## src/rtl/dapa_pkg.sv

```systemverilog
// Shared definitions for the DAPA2014 datapath: opcodes, sequencer states
// and the default data width.
package dapa_pkg;

   localparam int WIDTH_DEF = 8;

   typedef enum logic [1:0] {
      OP_LOAD  = 2'b00,
      OP_STORE = 2'b01,
      OP_ADD   = 2'b10,
      OP_SUB   = 2'b11
   } op_t;

   typedef enum logic [1:0] {
      S_IDLE   = 2'b00,
      S_RD_AC  = 2'b01,
      S_RD_SRC = 2'b10,
      S_WR     = 2'b11
   } state_t;

endpackage

```

## src/rtl/ac_seq_addsub.sv

```systemverilog
// Combinational WIDTH-bit adder/subtractor. carry is the carry-out for an
// add and the borrow (a < b) for a subtract.
module addsub #(
   parameter int WIDTH = 8
) (
   input  logic [WIDTH-1:0] a,
   input  logic [WIDTH-1:0] b,
   input  logic             sub,
   output logic [WIDTH-1:0] result,
   output logic             carry
);

   logic [WIDTH:0] ext;

   // Widen by one bit so the top bit is carry (add) or borrow (subtract).
   always_comb begin
      ext = '0;
      if (sub) ext = {1'b0, a} - {1'b0, b};
      else     ext = {1'b0, a} + {1'b0, b};
      result = ext[WIDTH-1:0];
      carry  = ext[WIDTH];
   end

endmodule

```

## src/rtl/ac_seq.sv

```systemverilog
// Accumulator transfer sequencer. Each accepted command walks
// IDLE -> (RD_AC) -> (RD_SRC) -> WR -> IDLE. All strobes and data outputs
// are registered alongside the state, so each strobe is high for exactly the
// cycle its state occupies. bus_in is sampled at the edge that closes a read
// cycle.
//
// Handshake: start is accepted only on an edge where busy=0; busy is 0 in
// the done cycle, so a start there is taken immediately.
module ac_seq
   import dapa_pkg::*;
#(
   parameter int WIDTH = WIDTH_DEF
) (
   input  logic             clk,
   input  logic             reset,
   input  logic             start,
   input  logic [1:0]       op,
   input  logic [WIDTH-1:0] bus_in,
   output logic             rac,
   output logic             src_re,
   output logic             wac,
   output logic [WIDTH-1:0] ac_wdata,
   output logic             dst_we,
   output logic [WIDTH-1:0] dst_wdata,
   output logic             busy,
   output logic             done,
   output logic             flag_c,
   output logic             flag_z
);

   state_t          state;
   op_t             op_q;
   logic [WIDTH-1:0] hold_a;
   logic [WIDTH-1:0] hold_b;
   logic             res_c;
   logic [WIDTH-1:0] as_result;
   logic             as_carry;

   // The second operand comes straight off the bus in RD_SRC so the result
   // is ready to register on the edge that enters WR.
   addsub #(.WIDTH(WIDTH)) u_addsub (
      .a      (hold_a),
      .b      (bus_in),
      .sub    (op_q == OP_SUB),
      .result (as_result),
      .carry  (as_carry)
   );

   // Sequencer: state, registered strobes, holding registers and flags.
   always_ff @(posedge clk) begin
      if (!reset) begin
         state     <= S_IDLE;
         op_q      <= OP_LOAD;
         rac       <= 1'b0;
         src_re    <= 1'b0;
         wac       <= 1'b0;
         dst_we    <= 1'b0;
         busy      <= 1'b0;
         done      <= 1'b0;
         hold_a    <= '0;
         hold_b    <= '0;
         res_c     <= 1'b0;
         ac_wdata  <= '0;
         dst_wdata <= '0;
         flag_c    <= 1'b0;
         flag_z    <= 1'b0;
      end else begin
         rac    <= 1'b0;
         src_re <= 1'b0;
         wac    <= 1'b0;
         dst_we <= 1'b0;
         done   <= 1'b0;
         case (state)
            S_IDLE: begin
               if (start) begin
                  op_q <= op_t'(op);
                  busy <= 1'b1;
                  if (op_t'(op) == OP_LOAD) begin
                     state  <= S_RD_SRC;
                     src_re <= 1'b1;
                  end else begin
                     state <= S_RD_AC;
                     rac   <= 1'b1;
                  end
               end
            end
            S_RD_AC: begin
               hold_a <= bus_in;
               if (op_q == OP_STORE) begin
                  state     <= S_WR;
                  dst_we    <= 1'b1;
                  dst_wdata <= bus_in;
               end else begin
                  state  <= S_RD_SRC;
                  src_re <= 1'b1;
               end
            end
            S_RD_SRC: begin
               hold_b <= bus_in;
               state  <= S_WR;
               wac    <= 1'b1;
               if (op_q == OP_LOAD) begin
                  ac_wdata <= bus_in;
               end else begin
                  ac_wdata <= as_result;
                  res_c    <= as_carry;
               end
            end
            S_WR: begin
               state <= S_IDLE;
               busy  <= 1'b0;
               done  <= 1'b1;
               case (op_q)
                  OP_LOAD: flag_z <= (hold_b == '0);
                  OP_ADD,
                  OP_SUB: begin
                     flag_c <= res_c;
                     flag_z <= (ac_wdata == '0);
                  end
                  default: ;
               endcase
            end
            default: state <= S_IDLE;
         endcase
      end
   end

endmodule

```

## config.mk

```make
export PLATFORM = sky130hd
export DESIGN_NAME = ac_seq
export DESIGN_NICKNAME = d
export VERILOG_FILES = /design/src/rtl/dapa_pkg.sv /design/src/rtl/ac_seq_addsub.sv /design/src/rtl/ac_seq.sv
export SDC_FILE = /design/constraint.sdc
export NUM_CORES = 1
export LEC_CHECK = 0
export CAP_MARGIN = 30
export CORE_MARGIN = 4
export CORE_UTILIZATION = 48
export DETAILED_ROUTE_END_ITERATION = 8
export PLACE_DENSITY = 0.86
export SLEW_MARGIN = 20
export SYNTH_ARGS = -nofsm -noshare
export SYNTH_HDL_FRONTEND = slang
export SYNTH_SLANG_ARGS = --single-unit
export TNS_END_PERCENT = 50
```

## constraint.sdc

```tcl
create_clock -name clk -period 2.5 [get_ports clk]
set_clock_uncertainty 0.05 [all_clocks]
set_input_delay 0.25 -clock clk [delete_from_list [all_inputs] [get_ports clk]]
set_output_delay 0.25 -clock clk [all_outputs]
set_load 0.05 [all_outputs]
```

Word level (Yosys, flattened, before mapping). Cells that the tools add are included. W data, S select, Z words.

$add $sub $neg: 2. Equal/unequal tests: 7. Multiplexer cells: 17. Bitwise gates (word level): 1. Reduce and logical (&&, ||, !) cells: 16.

Operator list (count): $logic_not A8 Y1 (2); $reduce_and A2 Y1 (7); $add A8 B8 Y9 (1); $mux W1 (9); $mux W9 (1); $sub A8 B8 Y9 (1); $eq A2 B2 Y1 const B (4); $mux W8 (1); $pmux W2 S4 (1); $logic_not A2 Y1 (3); $pmux W1 S2 (3); $eq A2 B1 Y1 const B (2); $mux W2 (2); $reduce_bool A2 Y1 (2); $reduce_and A3 Y1 (1); $ne A2 B2 Y1 const B (1); $reduce_or A2 Y1 (1); $not A1 Y1 (1).

Register bits after elaboration: 45. Logic and storage cells: 58.

Depth between registers and ports, before layout. Gate-level depths: netlist of run 1.

Depth after elaboration: 4. Gate-level depth with buffers: 11. Gate-level depth less buffers: 11.

Modules after synthesis. A second synthesis of run 1 with hierarchy kept.

Cell total of the unflattened synthesis: 264. Area total of the unflattened synthesis: 2413.6 sq um.

Modules (own cells, without submodules): ac_seq (instances 1, cells an instance 192, area an instance 1854.3 sq um, seq. area each 900.9 sq um); addsub (instances 1, cells an instance 72, area an instance 559.3 sq um, seq. area each 0.0 sq um).

Worst setup path after synthesis of run 1. Ideal clock, no wire load.

Kind: reg-to-reg. From: register op_q[1]. To: register ac_wdata[7]. Setup time: 0.088 ns. Data arrival time: 2.367 ns. Required time: 2.362 ns. Path slack: -0.005 ns. Cell stages (with the launch flop): 10. Path buffers: 1. Clock period less this slack: 2.505 ns. Cells stage by stage: dfxtp_1 clkbuf_1 nand2_1 mux2i_1 ha_1 nor2b_1 o31a_2 o221ai_2 mux2_4 a311oi_2.

Longest elaborated chain between the ends: 3. Elaborated cells on any way between the ends: 4.

Ends and longest elaborated chain: start, declared (RTL line ac_seq.sv:32) `op_t op_q;`; start signal, assigned (RTL line ac_seq.sv:76) `op_q <= op_t'(op);`; $eq A2 B2 Y1 (RTL line ac_seq.sv:44) `.sub (op_q == OP_SUB),`; $mux W9 (RTL line ac_seq_addsub.sv:18) `if (sub) ext = {1'b0, a} - {1'b0, b};`; $mux W8 (*) (RTL line ac_seq.sv:102) `if (op_q == OP_LOAD) begin`; end signal, assigned (RTL line ac_seq.sv:103) `ac_wdata <= bus_in;`; end signal, assigned (RTL line ac_seq.sv:105) `ac_wdata <= as_result;`; end, declared (RTL line ac_seq.sv:22) `output logic [WIDTH-1:0] ac_wdata,`.

Every way passes the cells marked *; elsewhere a longest branch is shown, timed or not. A chain may end at the register's enable or synchronous reset.

Worst setup path in the final report of run 1.
From: input port bus_in[2]. To: register ac_wdata[7].

Longest elaborated chain between the ends: 3. Elaborated cells on any way between the ends: 4.

Ends and longest elaborated chain: start, declared (RTL line ac_seq.sv:18) `input logic [WIDTH-1:0] bus_in,`; $add A8 B8 Y9 or $sub A8 B8 Y9 (tied branches) (RTL line ac_seq_addsub.sv:19, ac_seq_addsub.sv:18); $mux W9 (*) (RTL line ac_seq_addsub.sv:18); $mux W8 (*) (RTL line ac_seq.sv:102).

Marks and branches as above.

==> impl_metrics.toml, run 1 <==
[status]
status = "finished with violations"
violated_checks = "setup timing"

[floorplan]
floorplan.die_area_um2 = 5920
die_h_um = 76.9
floorplan.rows = 24
io_pins = 37
x_dimension_of_the_die_um = 76.9
start_util = 0.510
core_region_area_um2 = 4470

[clock_network]
total_number_of_h_tree_levels = 2
cts_inserted_buffers = 5
cts_tree = "yes"
clk_latency_ps = 300
clock_sink_count = 45
buffers_from_clock_root_to_sink_at_most = 2
path_clk_slew_ps = 80
cts_hold_buf = 0
clock_root_buffer = "sky130_fd_sc_hd__clkbuf_8"

[setup_path]
r2r_depth = 10
worst_setup_path_start_kind = "primary input"
path_max_fanout = 3
crit_required_ps = 2670
critical_path.endpoint_type = "flop"
critical_path_class = "primary input to flop"
arrival_ps = 2710

[synthesis]
main_flop_type_after_synthesis = "sky130_fd_sc_hd__dfxtp_1"
yosysUniqueCellTypes = 42
synthesis.area_um2 = 2280
synthArstFlopShare = 0
avgSynthCellArea_um2 = 8.88
synth_nets = 284
synthesis.yosys.warnings = 0
synth_seq_cells = 45
synth_edf_count = 0
syn_inst = 257
synth_seq_area_share = 0.395

[sta]
worst_slew_margin_rel = 0.505
finalSetupViolations = 1
worst-slew-pin-transition_ps = 743
drv_slew = 0
worst_hold_slack_ps = 388
fmax_mhz = 395
layout_worst_path_cycle_share = 1.01
post-route-min-period_ps = 2530
final.setup.worst_slack_ps = -33.4
finalHoldViolations = 0

[layout]
layout.area.seq_um2 = 902
n_antenna_cell = 0
layout.cell_area.non_filler_um2 = 3030
multi_input_area_um2 = 1320
fillerInstances = 353
final-instance-count-excl-fill = 365
design.final.nets = 339
area_grow_syn2layout_pct = 32.7
drive_above_1_share = 0.182

[power]
power_density_nw_per_um2 = 982
seqPwrFrac = 0.326
p_clk_frac = 0.219
p_leak_nw = 1.29
netSwitchingFraction = 0.390
power.share.combinational = 0.455
netSwitchingPower_mw = 1.16
power.internal_mw = 1.81
ir_worst_vdd_v = 0.000578

[grt]
global_route.overflow_total = 0
groute.usage.overall = 0.205
number_of_global_route_vias_before_repair = 2063
grt_max_degree = 21
grt_first_pass_wirelength_um = 9820
number_of_antenna_violations_at_the_first_check_in_global_routing = 0

[route]
drcViolationCount = 0
initialDrtViolationCount = 164
drt-pass1-iter-count = 4
wl_um = 6100
routed_wire_length_per_instance_um = 16.7
drtAntennaViolNets = 0
routed_via_density = 5.74
routed-via-count = 2095

[placement]
post-dp-hpwl_um = 4290
placed_cell_area_um2 = 2840
place_congestion = 0.869
pre_cts_slack_ps = -374
placedCellCount = 357
buffer_ports.inserted = 36

[job]
max_cap_violations = 0

[hold_path]
hp-class = "primary input to flop"
holdPathStages = 4
[area by class of cell]
cell class | count | area share
Multi-Input combinational cell | 188 | 0.437
Sequential cell | 45 | 0.298
Timing Repair Buffer | 63 | 0.188
Clock buffer | 5 | 0.0227
Clock inverter | 3 | 0.0215
Tap cell | 52 | 0.0215
Inverter | 9 | 0.0112
[repair_timing]
action,CTS,global route
buffers inserted,0,0
gates resized for setup,3,15
setup endpoints to repair,2,5
pin swaps,2,10
[final timing paths]
| path | from | to | slack [ps] |
|---|---|---|---|
| setup / recovery | bus_in[2] | ac_wdata[7] | -30 |
| hold / removal | bus_in[0] | hold_b[0] | 390 |
| setup reg to reg | op_q[1] | ac_wdata[7] | 70 |
| hold reg to reg | flag_c | flag_c | 420 |
[worst max-delay path, cell delays in order]
cell and delay (ps):
sky130_fd_sc_hd__clkdlybuf4s50_1 500, sky130_fd_sc_hd__nor2_1 260, sky130_fd_sc_hd__nand2_1 160, sky130_fd_sc_hd__nand2_1 120, sky130_fd_sc_hd__xor2_1 170, sky130_fd_sc_hd__ha_1 280
sky130_fd_sc_hd__a21oi_2 200, sky130_fd_sc_hd__nand2_1 90, sky130_fd_sc_hd__o221ai_2 180, sky130_fd_sc_hd__mux2_4 320, sky130_fd_sc_hd__a311oi_2 170
[sequential cells by signal, summed over array words and instances, names as in the netlist]
name	flops
hold_b	8
op_q	2
wac	1
ac_wdata	8
state	2
res_c	1
flag_c	1
flag_z	1
rac	1
dst_wdata	8
src_re	1
busy	1
dst_we	1
done	1
hold_a	8
[cell usage in the layout, fill, tap and decap left out, types with 2 or more instances in the layout]
master,instances
sky130_fd_sc_hd__and2_1,2
sky130_fd_sc_hd__nor2_1,44
sky130_fd_sc_hd__o211ai_1,2
sky130_fd_sc_hd__a21oi_1,16
sky130_fd_sc_hd__inv_2,3
sky130_fd_sc_hd__o31ai_2,3
sky130_fd_sc_hd__buf_4,27
sky130_fd_sc_hd__ha_1,11
sky130_fd_sc_hd__nand2_1,18
sky130_fd_sc_hd__clkbuf_8,5
sky130_fd_sc_hd__dfxtp_1,44
sky130_fd_sc_hd__xor2_1,7
sky130_fd_sc_hd__nand3b_1,3
sky130_fd_sc_hd__inv_1,6
sky130_fd_sc_hd__nor4_1,3
sky130_fd_sc_hd__o21ai_0,12
sky130_fd_sc_hd__mux2i_1,25
sky130_fd_sc_hd__ha_2,2
sky130_fd_sc_hd__bufinv_16,2
sky130_fd_sc_hd__nor3_1,2
sky130_fd_sc_hd__a311oi_1,3
sky130_fd_sc_hd__clkdlybuf4s50_1,34
sky130_fd_sc_hd__a211oi_1,2
sky130_fd_sc_hd__nand2b_1,2
sky130_fd_sc_hd__dlymetal6s2s_1,2
sky130_fd_sc_hd__nand3_1,3
sky130_fd_sc_hd__xnor2_1,4
[power by group through the flow]
stage | logic [mW] | registers, mW | clock network (mW)
final | 1.35 | 0.969 | 0.651
after global routing | 1.46 | 0.989 | 0.687
after CTS | 1.32 | 0.966 | 0.663
after detailed placement | 1.30 | 0.981 | 0
after global placement | 1.26 | 0.975 | 0
after floorplan | 0.665 | 1.21 | 0
[synthesized netlist by cell type, types with 2 or more instances]
cell,instances,share of area
sky130_fd_sc_hd__nor2b_1,2,0.0055
sky130_fd_sc_hd__o21ai_0,13,0.029
sky130_fd_sc_hd__a311oi_1,3,0.012
sky130_fd_sc_hd__inv_1,8,0.013
sky130_fd_sc_hd__nand2_1,18,0.030
sky130_fd_sc_hd__dfxtp_1,45,0.39
sky130_fd_sc_hd__a21oi_1,17,0.037
sky130_fd_sc_hd__nor4_1,3,0.0082
sky130_fd_sc_hd__nand3b_1,3,0.0099
sky130_fd_sc_hd__o31ai_1,4,0.013
sky130_fd_sc_hd__nand2b_1,2,0.0055
sky130_fd_sc_hd__mux2i_1,26,0.11
sky130_fd_sc_hd__buf_1,3,0.0049
sky130_fd_sc_hd__buf_2,6,0.013
sky130_fd_sc_hd__xnor2_1,4,0.015
sky130_fd_sc_hd__ha_1,13,0.071
sky130_fd_sc_hd__clkbuf_1,5,0.0082
sky130_fd_sc_hd__and2_1,2,0.0055
sky130_fd_sc_hd__nand3_1,3,0.0066
sky130_fd_sc_hd__nor2_1,44,0.072
sky130_fd_sc_hd__xor2_1,7,0.027
sky130_fd_sc_hd__a211oi_1,3,0.0099
sky130_fd_sc_hd__o211ai_1,2,0.0066
sky130_fd_sc_hd__nor3_1,3,0.0066
[per-layer routing]
layer	vias to the layer above	routed length, µm	GRT usage
met2	74	3030	0.344
met4	0	193	0.0960
li1	1000	-	-
met5	-	0	0
met1	999	2460	0.250
met3	22	407	0.0445
[through the flow]
stage	util	power, mW	TNS (ps)
floorplan	-	1.87	0
global route	0.676	3.13	-250
finish	0.676	2.97	-33.4
global placement	0.634	2.24	-1140
CTS	0.666	2.95	-16.5
detailed placement	0.634	2.28	-1400
[logic make-up after synthesis]
| kind of cell | after synthesis | synth area share |
|---|---|---|
| simple gates | 83 | 0.159 |
| compound gates | 53 | 0.157 |
| flops | 45 | 0.395 |
| mux | 27 | 0.121 |
| buf+inv | 24 | 0.0461 |
| fa+ha+maj | 14 | 0.0801 |
| xor+xnor | 11 | 0.0422 |
Power figures use the tool's default switching activity.
==> run 2: changes to the inputs <==
clock period = 2.08 ns   (was 2.5 ns; I/O delays follow)
==> run 2 against run 1 <==
Compared with the run above: the flow still finishes with violations (setup timing); first-iteration DRC count down 12%; register-to-register slack worse by 320 ps; global-route usage up 2.6 points; utilization up 6.6 points; worst hold slack better by 32 ps; die area unchanged; critical path depth unchanged; flip-flop and latch count unchanged; clock power up 3.8%; sequential power up 24%.
==> impl_metrics.toml, run 2 (synthesis gave the netlist of run 1 again) <==
[setup_path]
critical_path_class = "flop to flop"
arrival_ps = 2460
path_max_fanout = 4
rr_endpoint = "res_c"
worst_setup_path_start_kind = "flop"
crit_required_ps = 2220
reg2reg_slack_ps = -250
r2r_depth = 11
critical_path.endpoint_type = "flop"
worst_r2r_startpoint = "op_q[1]"

[sta]
fmax_mhz = 430
worst_slew_margin_rel = 0.590
finalSetupViolations = 5
drv_slew = 0
grt_setup_unrepaired = "yes"
worst_hold_slack_ps = 420
post-route-min-period_ps = 2330
layout_worst_path_cycle_share = 1.12
worst-slew-pin-transition_ps = 613
final.setup.worst_slack_ps = -245
finalHoldViolations = 0

[grt]
global_route.overflow_total = 0
grt_first_pass_wirelength_um = 10800
number_of_global_route_vias_before_repair = 2250
grt_max_degree = 31
groute.usage.overall = 0.231
number_of_antenna_violations_at_the_first_check_in_global_routing = 0

[placement]
post-dp-hpwl_um = 4460
buffer_ports.inserted = 36
placed_cell_area_um2 = 2970
pre_cts_slack_ps = -697
place_congestion = 0.889
placedCellCount = 369

[clock_network]
buffers_from_clock_root_to_sink_at_most = 2
clock_sink_count = 45
cts_inserted_buffers = 5
clock_root_buffer = "sky130_fd_sc_hd__clkbuf_8"
cts_tree = "yes"
total_number_of_h_tree_levels = 2
clk_latency_ps = 310
path_clk_slew_ps = 80

[status]
violated_checks = "setup timing"
status = "finished with violations"

[job]
max_cap_violations = 0

[floorplan]
floorplan.rows = 24
core_region_area_um2 = 4470
x_dimension_of_the_die_um = 76.9
start_util = 0.510
die_h_um = 76.9
io_pins = 37
floorplan.die_area_um2 = 5920

[power]
p_clk_frac = 0.180
power_density_nw_per_um2 = 1130
power.share.combinational = 0.501
netSwitchingFraction = 0.412
seqPwrFrac = 0.318
netSwitchingPower_mw = 1.55
ir_worst_vdd_v = 0.000758
p_leak_nw = 1.39
power.internal_mw = 2.21

[route]
wl_um = 7010
routed_wire_length_per_instance_um = 18.4
drtAntennaViolNets = 0
routed-via-count = 2181
drt-pass1-iter-count = 4
routed_via_density = 5.72
drcViolationCount = 0
initialDrtViolationCount = 145

[hold_path]
holdPathStages = 2
hold_end = "flag_c"
hp-class = "flop to flop"
min_from = "flag_c"

[layout]
mostFrequentLayoutCells = "43 x sky130_fd_sc_hd__dfxtp_1, 42 x sky130_fd_sc_hd__nor2_1, 38 x sky130_fd_sc_hd__buf_4"
final_common_cell = "sky130_fd_sc_hd__dfxtp_1"
layout.cell_area.non_filler_um2 = 3320
area_grow_syn2layout_pct = 45.7
n_antenna_cell = 0
final-instance-count-excl-fill = 381
fillerInstances = 308
drive_above_1_share = 0.274
design.final.nets = 355
[run 2: changes by cell type in the layout (fill, tap and decap cells not counted), sizes merged]
cell | before | now
bufinv | 2 | 1
clkinvlp | 0 | 1
clkdlybuf4s50 | 34 | 31
dlymetal6s2s | 2 | 1
dlygate4sd2 | 0 | 4
buf | 27 | 43
[run 2: power groups by stage]
stage | Sequential, mW | Clock, mW | Combinational (mW)
2_1_floorplan | 1.46 | 0 | 0.816
3_3_place_gp | 1.19 | 0 | 1.58
3_5_place_dp | 1.19 | 0 | 1.63
4_1_cts | 1.18 | 0.682 | 1.73
5_1_grt | 1.21 | 0.716 | 2.00
6_report | 1.20 | 0.676 | 1.88
[run 2: routing by layer]
metal  track usage  part of all wire  up-vias
met5             0                 0        -
met4         0.111             0.039        0
met3        0.0527             0.060       25
met2         0.413              0.51       86
met1         0.257              0.39     1041
li1              -                 -     1029
[run 2: metrics by stage]
stage          setup TNS, ps  utilization  power [mW]
3_3_place_gp           -3420        0.664        2.77
3_5_place_dp           -3870        0.664        2.82
4_1_cts                 -494        0.716        3.59
2_1_floorplan           -188            -        2.27
6_report                -772        0.743        3.75
5_1_grt                -1340        0.743        3.93
[run 2: worst max path at each step]
stage,start,to,slack (ps),depth (start not counted)
floorplan,op_q[1],ac_wdata[7],-120,9
global placement,bus_in[0],ac_wdata[7],-610,10
detailed placement,bus_in[1],res_c,-700,10
CTS,op_q[0],ac_wdata[7],-150,8
global route,op_q[1],res_c,-320,11
finish,op_q[1],res_c,-250,11
[run 2: cell type report]
class                   instances  area [µm²]  area share
clock inverters                 3        46.3      0.0139
repair buffers                 79         708       0.213
well taps                      52        65.1      0.0196
flip-flops and latches         45         908       0.273
inverters                       9        33.8      0.0102
clock buffers                   5        68.8      0.0207
multi-input cells             188        1490       0.449
[run 2: critical path, stage by stage, from the launching register on]
cell                       delay (ps)
sky130_fd_sc_hd__dfxtp_4          420
sky130_fd_sc_hd__nand2_8           70
sky130_fd_sc_hd__buf_6            130
sky130_fd_sc_hd__buf_4            150
sky130_fd_sc_hd__o31ai_4           50
sky130_fd_sc_hd__xor2_1           240
sky130_fd_sc_hd__ha_2             340
sky130_fd_sc_hd__o21ai_0          300
sky130_fd_sc_hd__nand2b_1         120
sky130_fd_sc_hd__o31ai_2           80
sky130_fd_sc_hd__xor2_1           170
sky130_fd_sc_hd__a21oi_1           90
[run 2: what timing repair did]
item	4_1_cts	5_1_grt
hold buffers	0	0
pin swaps	12	16
setup endpoints to repair	6	7
setup buffers	2	2
resized for setup	29	19
gates cloned	0	0
